[src/rtl/pipelined_adder_pkg.sv]
// Shared sizing helpers for the pipelined adder/subtractor.
// Latency: n/a (package only).
// Backpressure: n/a (package only).
package pipelined_adder_pkg;

    localparam int DEFAULT_WIDTH  = 32;
    localparam int DEFAULT_STAGES = 4;

    // Bits resolved per pipeline stage.
    function automatic int chunk_w(input int width, input int stages);
        return (stages > 0) ? (width / stages) : width;
    endfunction

    // Legal geometry: at least one stage, no more stages than bits, equal chunks.
    function automatic bit cfg_ok(input int width, input int stages);
        return (stages >= 1) && (stages <= width) && ((width % stages) == 0);
    endfunction

endpackage

[src/rtl/pipelined_adder_if.sv]
// Operand/result bundle for the pipelined adder; master = producer/consumer side.
// Latency: n/a (wires only).
// Backpressure: valid/ready on both the operand and the result side.
// Signal ovf exists only when PIPELINED_ADDER_OVF_EN is defined.
interface pipelined_adder_if
    import pipelined_adder_pkg::*;
#(
    parameter int WIDTH = DEFAULT_WIDTH
) ();

    logic             in_valid;
    logic             in_ready;
    logic [WIDTH-1:0] a;
    logic [WIDTH-1:0] b;
    logic             cin;
    logic             sub;
    logic             out_valid;
    logic             out_ready;
    logic [WIDTH-1:0] sum;
    logic             cout;
`ifdef PIPELINED_ADDER_OVF_EN
    logic             ovf;

    modport master (output in_valid, a, b, cin, sub, out_ready,
                    input  in_ready, out_valid, sum, cout, ovf);
    modport slave  (input  in_valid, a, b, cin, sub, out_ready,
                    output in_ready, out_valid, sum, cout, ovf);
`else
    modport master (output in_valid, a, b, cin, sub, out_ready,
                    input  in_ready, out_valid, sum, cout);
    modport slave  (input  in_valid, a, b, cin, sub, out_ready,
                    output in_ready, out_valid, sum, cout);
`endif

endinterface

[src/rtl/pipelined_adder_stage.sv]
// One pipeline stage: CHUNK-bit ripple add of chunk IDX plus its payload register.
// Latency: 1 cycle.
// Backpressure: holds while valid and downstream not ready; accepts when empty or draining.
// Ports: in_* = payload from the previous stage, dn_rdy = downstream ready, out_* = registered payload.
// out_ovf (PIPELINED_ADDER_OVF_EN only) = carry into chunk MSB xor carry out of chunk MSB.
module pipelined_adder_stage
    import pipelined_adder_pkg::*;
#(
    parameter int WIDTH  = DEFAULT_WIDTH,
    parameter int STAGES = DEFAULT_STAGES,
    parameter int IDX    = 0
) (
    input  logic             clk,
    input  logic             rst_n,
    input  logic             in_vld,
    input  logic             dn_rdy,
    input  logic             in_carry,
    input  logic [WIDTH-1:0] in_acc,
    input  logic [WIDTH-1:0] in_opb,
    output logic             out_vld,
    output logic             out_carry,
    output logic [WIDTH-1:0] out_acc,
`ifdef PIPELINED_ADDER_OVF_EN
    output logic             out_ovf,
`endif
    output logic [WIDTH-1:0] out_opb
);

    localparam int CHUNK = chunk_w(WIDTH, STAGES);
    localparam int LO    = IDX * CHUNK;

    // acc holds resolved sum chunks below this stage and raw operand A above it,
    // so the upper operand bits and the lower result bits share one register.
    typedef struct packed {
        logic             carry;
        logic [WIDTH-1:0] acc;
        logic [WIDTH-1:0] opb;
`ifdef PIPELINED_ADDER_OVF_EN
        logic             ovf;
`endif
    } payload_t;

    logic             vld_q;
    logic             take;
    payload_t         pay_q;
    payload_t         pay_d;
    logic             c_rip;
    logic [CHUNK-1:0] s_rip;
    logic [CHUNK-1:0] x_rip;
    logic [CHUNK-1:0] y_rip;
`ifdef PIPELINED_ADDER_OVF_EN
    logic             c_top;
`endif

    assign take = in_vld && (!vld_q || dn_rdy);

    always_comb begin
        pay_d = '0;
        x_rip = in_acc[LO +: CHUNK];
        y_rip = in_opb[LO +: CHUNK];
        c_rip = in_carry;
        s_rip = '0;
`ifdef PIPELINED_ADDER_OVF_EN
        c_top = in_carry;
`endif
        for (int i = 0; i < CHUNK; i++) begin
`ifdef PIPELINED_ADDER_OVF_EN
            c_top = c_rip;
`endif
            s_rip[i] = x_rip[i] ^ y_rip[i] ^ c_rip;
            c_rip    = (x_rip[i] & y_rip[i]) | (c_rip & (x_rip[i] ^ y_rip[i]));
        end
        pay_d.carry            = c_rip;
        pay_d.acc              = in_acc;
        pay_d.acc[LO +: CHUNK] = s_rip;
        pay_d.opb              = in_opb;
`ifdef PIPELINED_ADDER_OVF_EN
        pay_d.ovf              = c_top ^ c_rip;
`endif
    end

    always_ff @(posedge clk or negedge rst_n) begin
        if (!rst_n) begin
            vld_q <= 1'b0;
            pay_q <= '0;
        end else begin
            if (!vld_q || dn_rdy) begin
                vld_q <= in_vld;
            end
            if (take) begin
                pay_q <= pay_d;
            end
        end
    end

    assign out_vld   = vld_q;
    assign out_carry = pay_q.carry;
    assign out_acc   = pay_q.acc;
    assign out_opb   = pay_q.opb;
`ifdef PIPELINED_ADDER_OVF_EN
    assign out_ovf   = pay_q.ovf;
`endif

endmodule

[src/rtl/pipelined_adder.sv]
// Pipelined WIDTH-bit adder/subtractor, carry rippling one CHUNK per stage, 1 result/cycle.
// Latency: STAGES cycles from accept to out_valid when not stalled.
// Backpressure: elastic valid/ready; bubbles collapse, in_ready low only when full and out_ready low.
// Ports: clk, rst_n (async active-low), bus (slave modport): in_valid/in_ready/a/b/cin/sub,
//   out_valid/out_ready/sum/cout, plus ovf when PIPELINED_ADDER_OVF_EN is defined.
module pipelined_adder
    import pipelined_adder_pkg::*;
#(
    parameter int WIDTH  = DEFAULT_WIDTH,
    parameter int STAGES = DEFAULT_STAGES
) (
    input  logic              clk,
    input  logic              rst_n,
    pipelined_adder_if.slave  bus
);

    if (!cfg_ok(WIDTH, STAGES)) begin : g_bad_cfg
        $error("pipelined_adder: WIDTH must be a multiple of STAGES and STAGES in 1..WIDTH");
    end

    // v[k] is the valid entering stage k; v[STAGES] is out_valid.
    logic [STAGES:0]  v;
    logic [STAGES:0]  rdy;
    logic             carry_s [STAGES+1];
    logic [WIDTH-1:0] acc_s   [STAGES+1];
    logic [WIDTH-1:0] opb_s   [STAGES+1];
`ifdef PIPELINED_ADDER_OVF_EN
    logic             ovf_s   [STAGES];
`endif

    // Subtraction is a + ~b + ~cin; a borrow-in becomes a missing carry-in.
    assign v[0]       = bus.in_valid;
    assign acc_s[0]   = bus.a;
    assign opb_s[0]   = bus.sub ? ~bus.b : bus.b;
    assign carry_s[0] = bus.sub ? ~bus.cin : bus.cin;

    // Ready chain unrolled from the stage valids only, so it never feeds back on itself:
    // stage k can take a beat if any stage at or after k is empty, or the consumer is taking.
    always_comb begin
        rdy         = '0;
        rdy[STAGES] = bus.out_ready;
        for (int k = STAGES - 1; k >= 0; k--) begin
            rdy[k] = rdy[k+1] | ~v[k+1];
        end
    end

    for (genvar k = 0; k < STAGES; k++) begin : g_st
        pipelined_adder_stage #(
            .WIDTH  (WIDTH),
            .STAGES (STAGES),
            .IDX    (k)
        ) u_stage (
            .clk       (clk),
            .rst_n     (rst_n),
            .in_vld    (v[k]),
            .dn_rdy    (rdy[k+1]),
            .in_carry  (carry_s[k]),
            .in_acc    (acc_s[k]),
            .in_opb    (opb_s[k]),
            .out_vld   (v[k+1]),
            .out_carry (carry_s[k+1]),
            .out_acc   (acc_s[k+1]),
`ifdef PIPELINED_ADDER_OVF_EN
            .out_ovf   (ovf_s[k]),
`endif
            .out_opb   (opb_s[k+1])
        );
    end

    assign bus.in_ready  = rdy[0];
    assign bus.out_valid = v[STAGES];
    assign bus.sum       = acc_s[STAGES];
    assign bus.cout      = carry_s[STAGES];
`ifdef PIPELINED_ADDER_OVF_EN
    assign bus.ovf       = ovf_s[STAGES-1];
`endif

endmodule

[src/flat_wrapper.sv]
// flat-port wrapper written by rule: the top's interface ports become plain ports
module pipelined_adder_flat import pipelined_adder_pkg::*;
#(
    parameter int WIDTH  = DEFAULT_WIDTH,
    parameter int STAGES = DEFAULT_STAGES
)
  (clk, rst_n, bus_in_valid, bus_a, bus_b, bus_cin, bus_sub, bus_out_ready, bus_in_ready, bus_out_valid, bus_sum, bus_cout);
  pipelined_adder_if #(.WIDTH(WIDTH)) bus_i ();
  input  logic clk;
  input  logic rst_n;
  input wire logic [$bits(bus_i.in_valid)-1:0] bus_in_valid;
  input wire logic [$bits(bus_i.a)-1:0] bus_a;
  input wire logic [$bits(bus_i.b)-1:0] bus_b;
  input wire logic [$bits(bus_i.cin)-1:0] bus_cin;
  input wire logic [$bits(bus_i.sub)-1:0] bus_sub;
  input wire logic [$bits(bus_i.out_ready)-1:0] bus_out_ready;
  output wire logic [$bits(bus_i.in_ready)-1:0] bus_in_ready;
  output wire logic [$bits(bus_i.out_valid)-1:0] bus_out_valid;
  output wire logic [$bits(bus_i.sum)-1:0] bus_sum;
  output wire logic [$bits(bus_i.cout)-1:0] bus_cout;
  assign bus_i.in_valid = bus_in_valid;
  assign bus_i.a = bus_a;
  assign bus_i.b = bus_b;
  assign bus_i.cin = bus_cin;
  assign bus_i.sub = bus_sub;
  assign bus_i.out_ready = bus_out_ready;
  assign bus_in_ready = bus_i.in_ready;
  assign bus_out_valid = bus_i.out_valid;
  assign bus_sum = bus_i.sum;
  assign bus_cout = bus_i.cout;
  pipelined_adder #(.WIDTH(WIDTH), .STAGES(STAGES)) u_core (.clk(clk), .rst_n(rst_n), .bus(bus_i));
endmodule
[config.mk]
export PLATFORM = sky130hd
export DESIGN_NAME = pipelined_adder_flat
export DESIGN_NICKNAME = d
export VERILOG_FILES = /design/src/rtl/pipelined_adder_pkg.sv /design/src/rtl/pipelined_adder_if.sv /design/src/rtl/pipelined_adder_stage.sv /design/src/rtl/pipelined_adder.sv /design/src/flat_wrapper.sv
export SDC_FILE = /design/constraint.sdc
export NUM_CORES = 1
export LEC_CHECK = 0
export ABC_AREA = 1
export CAP_MARGIN = 25
export CORE_UTILIZATION = 55
export CTS_CLUSTER_DIAMETER = 200
export DETAILED_ROUTE_END_ITERATION = 16
export PLACE_DENSITY = 0.87
export SLEW_MARGIN = 20
export SYNTH_ARGS = -nofsm -noshare
export SYNTH_HDL_FRONTEND = slang
export SYNTH_HIERARCHICAL = 1
export SYNTH_SLANG_ARGS = --single-unit
export TNS_END_PERCENT = 100
[constraint.sdc]
create_clock -name clk -period 7.3 [get_ports clk]
set_input_delay 1.825 -clock clk [delete_from_list [all_inputs] [get_ports clk]]
set_output_delay 1.825 -clock clk [all_outputs]
set_load 0.02 [all_outputs]
==> metrics.cfg <==
[grt]
grt_pass1_vias = 6100
grt_usage_pct = 23.0
antenna_found_initial = 0
grt_max_degree = 116
globalRoute.totalOverflow = 0
grt_pass1_wl_microns = 29500

[drt]
wirelength_microns = 17400
vias_per_cell = 5.17
wire_per_inst_microns = 14.5
vias = 6238
dr.pass1.iters = 5
drtIter0Drc = 462
drcViolationCount = 0
ant_nets = 0

[sta]
relSlewSlack_pct = 36.9
timing.final.crit_share_pct = 74.4
grt_setup_unrepaired = no
hold_violations = 0
finalCriticalPeriod_ns = 5.43
tns_ns = 0
clock.fmax_mhz = 184
worstMarginPinSlew_ns = 0.943
skew_ns = 0.00607
slew_viol_final = 0
setup_viol_count_final = 0

[floorplan]
pin_count = 105
core-area_sq_um = 15300
die_h_microns = 128
num_rows = 45
dieArea_sq_um = 16300
start_util_pct = 56.9
die_x_microns = 128

[clock_network]
postCtsSetupBuffers = 0
ctsResizeCount = 0
cts_root_buffer = clkbuf_16
cts_tree = yes
cts-buffers-inserted = 17
cts_sinks = 184
clk_latency_ns = 0.43
clock_path_buffers = 2
cts_hold_buf = 0
clkTransAtPathRegs_ns = 0.06
htree_num_levels = 4

[synth]
synthCells = 930
avgSynthCellArea_sq_um = 9.37
yosys_warnings = 6
syn_nets = 1032
synth_area_sq_um = 8710

[cells_and_area]
areaGrowthSynthToFinish_pct = 16.1
diodes = 0
nets = 1085
drive_gt1_share_pct = 5.23
post-route-util_pct = 66.1

[worst_setup_path]
crit_path_start_kind = input port
critical_path.slowest_cell = fa_1
crit_arrival_ns = 5.80
path_cells = clkdlybuf4s50_1 -> xor2_1 -> inv_1 -> fa_1 -> inv_1 -> fa_1 -> fa_1 -> fa_1 -> fa_1 -> fa_1 -> fa_1 -> inv_1 -> fa_1 -> inv_1 -> nand3_1 -> nand2_1
cp-end-kind = flip-flop
slowest_delay_ns = 0.44
crit_path_frequent_cell = fa_1
crit_fanout = 1
required_ns = 7.66
crit_type = input port to flip-flop

[pwr]
power_density_nw_per_um2 = 389
power.static_leakage_nw = 5.26
vdd_drop_max_mv = 0.222

[placement]
gp_congestion = 0.803
dp_hpwl_microns = 11400
port_buffers = 104

[hold_path]
hold_path_class = flip-flop to flip-flop

[run_status]
status = complete, no violations

[run]
max-cap-violations = 0

==> power by group <==
group	total [mW]	switching (mW)	internal, mW	leakage, nW
Clock	1.07	0.375	0.695	0.333
Combinational	1.28	0.766	0.514	2.64
Sequential	1.58	0.214	1.37	2.29
Total	3.93	1.35	2.58	5.26
==> critical path: cells and delay by family <==
family | cells | cell delay [ns]
buf+inv | 5 | 0.69
simple gates | 2 | 0.17
fa+ha+maj | 8 | 2.96
xor+xnor | 1 | 0.14
==> layout by cell type, fill, tap and decap left out, types with 4 or more instances in the layout <==
master and count:
inv_2 4, dfrtp_1 184, nand2_2 6, clkdlybuf4s50_1 101
nand3_1 181, inv_1 42, bufinv_16 7, fa_1 32
buf_4 8, clkbuf_16 17, xor2_1 33, nand2_1 367
==> path summary, 6_finish.rpt <==
check                                                               startpoint                                        endpoint  slack, ns  cells after the start
worst max register to register  u_core/g_st[1].u_stage/out_opb[16]$_DFFE_PN0P_  u_core/g_st[2].u_stage/out_acc[23]$_DFFE_PN0P_       3.32                     14
worst min register to register  u_core/g_st[3].u_stage/out_acc[27]$_DFFE_PN0P_  u_core/g_st[3].u_stage/out_acc[27]$_DFFE_PN0P_       0.47                      2
worst max-delay path                                                   bus_cin   u_core/g_st[0].u_stage/out_acc[7]$_DFFE_PN0P_       1.87                     16
max in group asynchronous                                                rst_n  u_core/g_st[1].u_stage/out_acc[20]$_DFFE_PN0P_       4.37                      2
worst min-delay path            u_core/g_st[3].u_stage/out_acc[27]$_DFFE_PN0P_  u_core/g_st[3].u_stage/out_acc[27]$_DFFE_PN0P_       0.47                      2
min in group asynchronous                                                rst_n   u_core/g_st[3].u_stage/out_acc[1]$_DFFE_PN0P_       1.52                      1
==> registers in the layout, indices dropped and copies added (netlist names) <==
signal                         flops
u_core/g_st.u_stage/out_carry      4
u_core/g_st.u_stage/out_acc      128
u_core/g_st.u_stage/out_vld        4
u_core/g_st.u_stage/out_opb       48
==> routing by layer <==
metal / part of all wire (%) / global-route usage, %
met1: 45 / 32.2
met2: 49 / 36.4
met3: 3.8 / 4.22
met4: 2.0 / 7.75
met5: 0 / 0
==> layout make-up <==
cell class	instances	area [sq um]
fillers	1220	5200
flip-flops and latches	184	4600
multi-input cells	621	3260
repair buffers	113	1110
clock buffers	20	457
well taps	211	264
clock inverters	11	243
inverters	46	173
==> metrics by stage <==
step | power (mW) | setup WS, ns | hold WS (ns) | cells | area [sq um]
final | 3.93 | 1.87 | 0.468 | 1206 | 10100
after global routing | 4.18 | 1.67 | 0.485 | 1206 | 10100
after CTS | 3.95 | 1.83 | 0.474 | 1205 | 10100
after detailed placement | 2.87 | 1.44 | 0.458 | 1174 | 9390
after global placement | 2.80 | 1.53 | 0.454 | 1174 | 9390
after floorplan | 2.51 | 1.81 | 0.441 | 930 | 8710
Power figures use the tool's default switching activity.
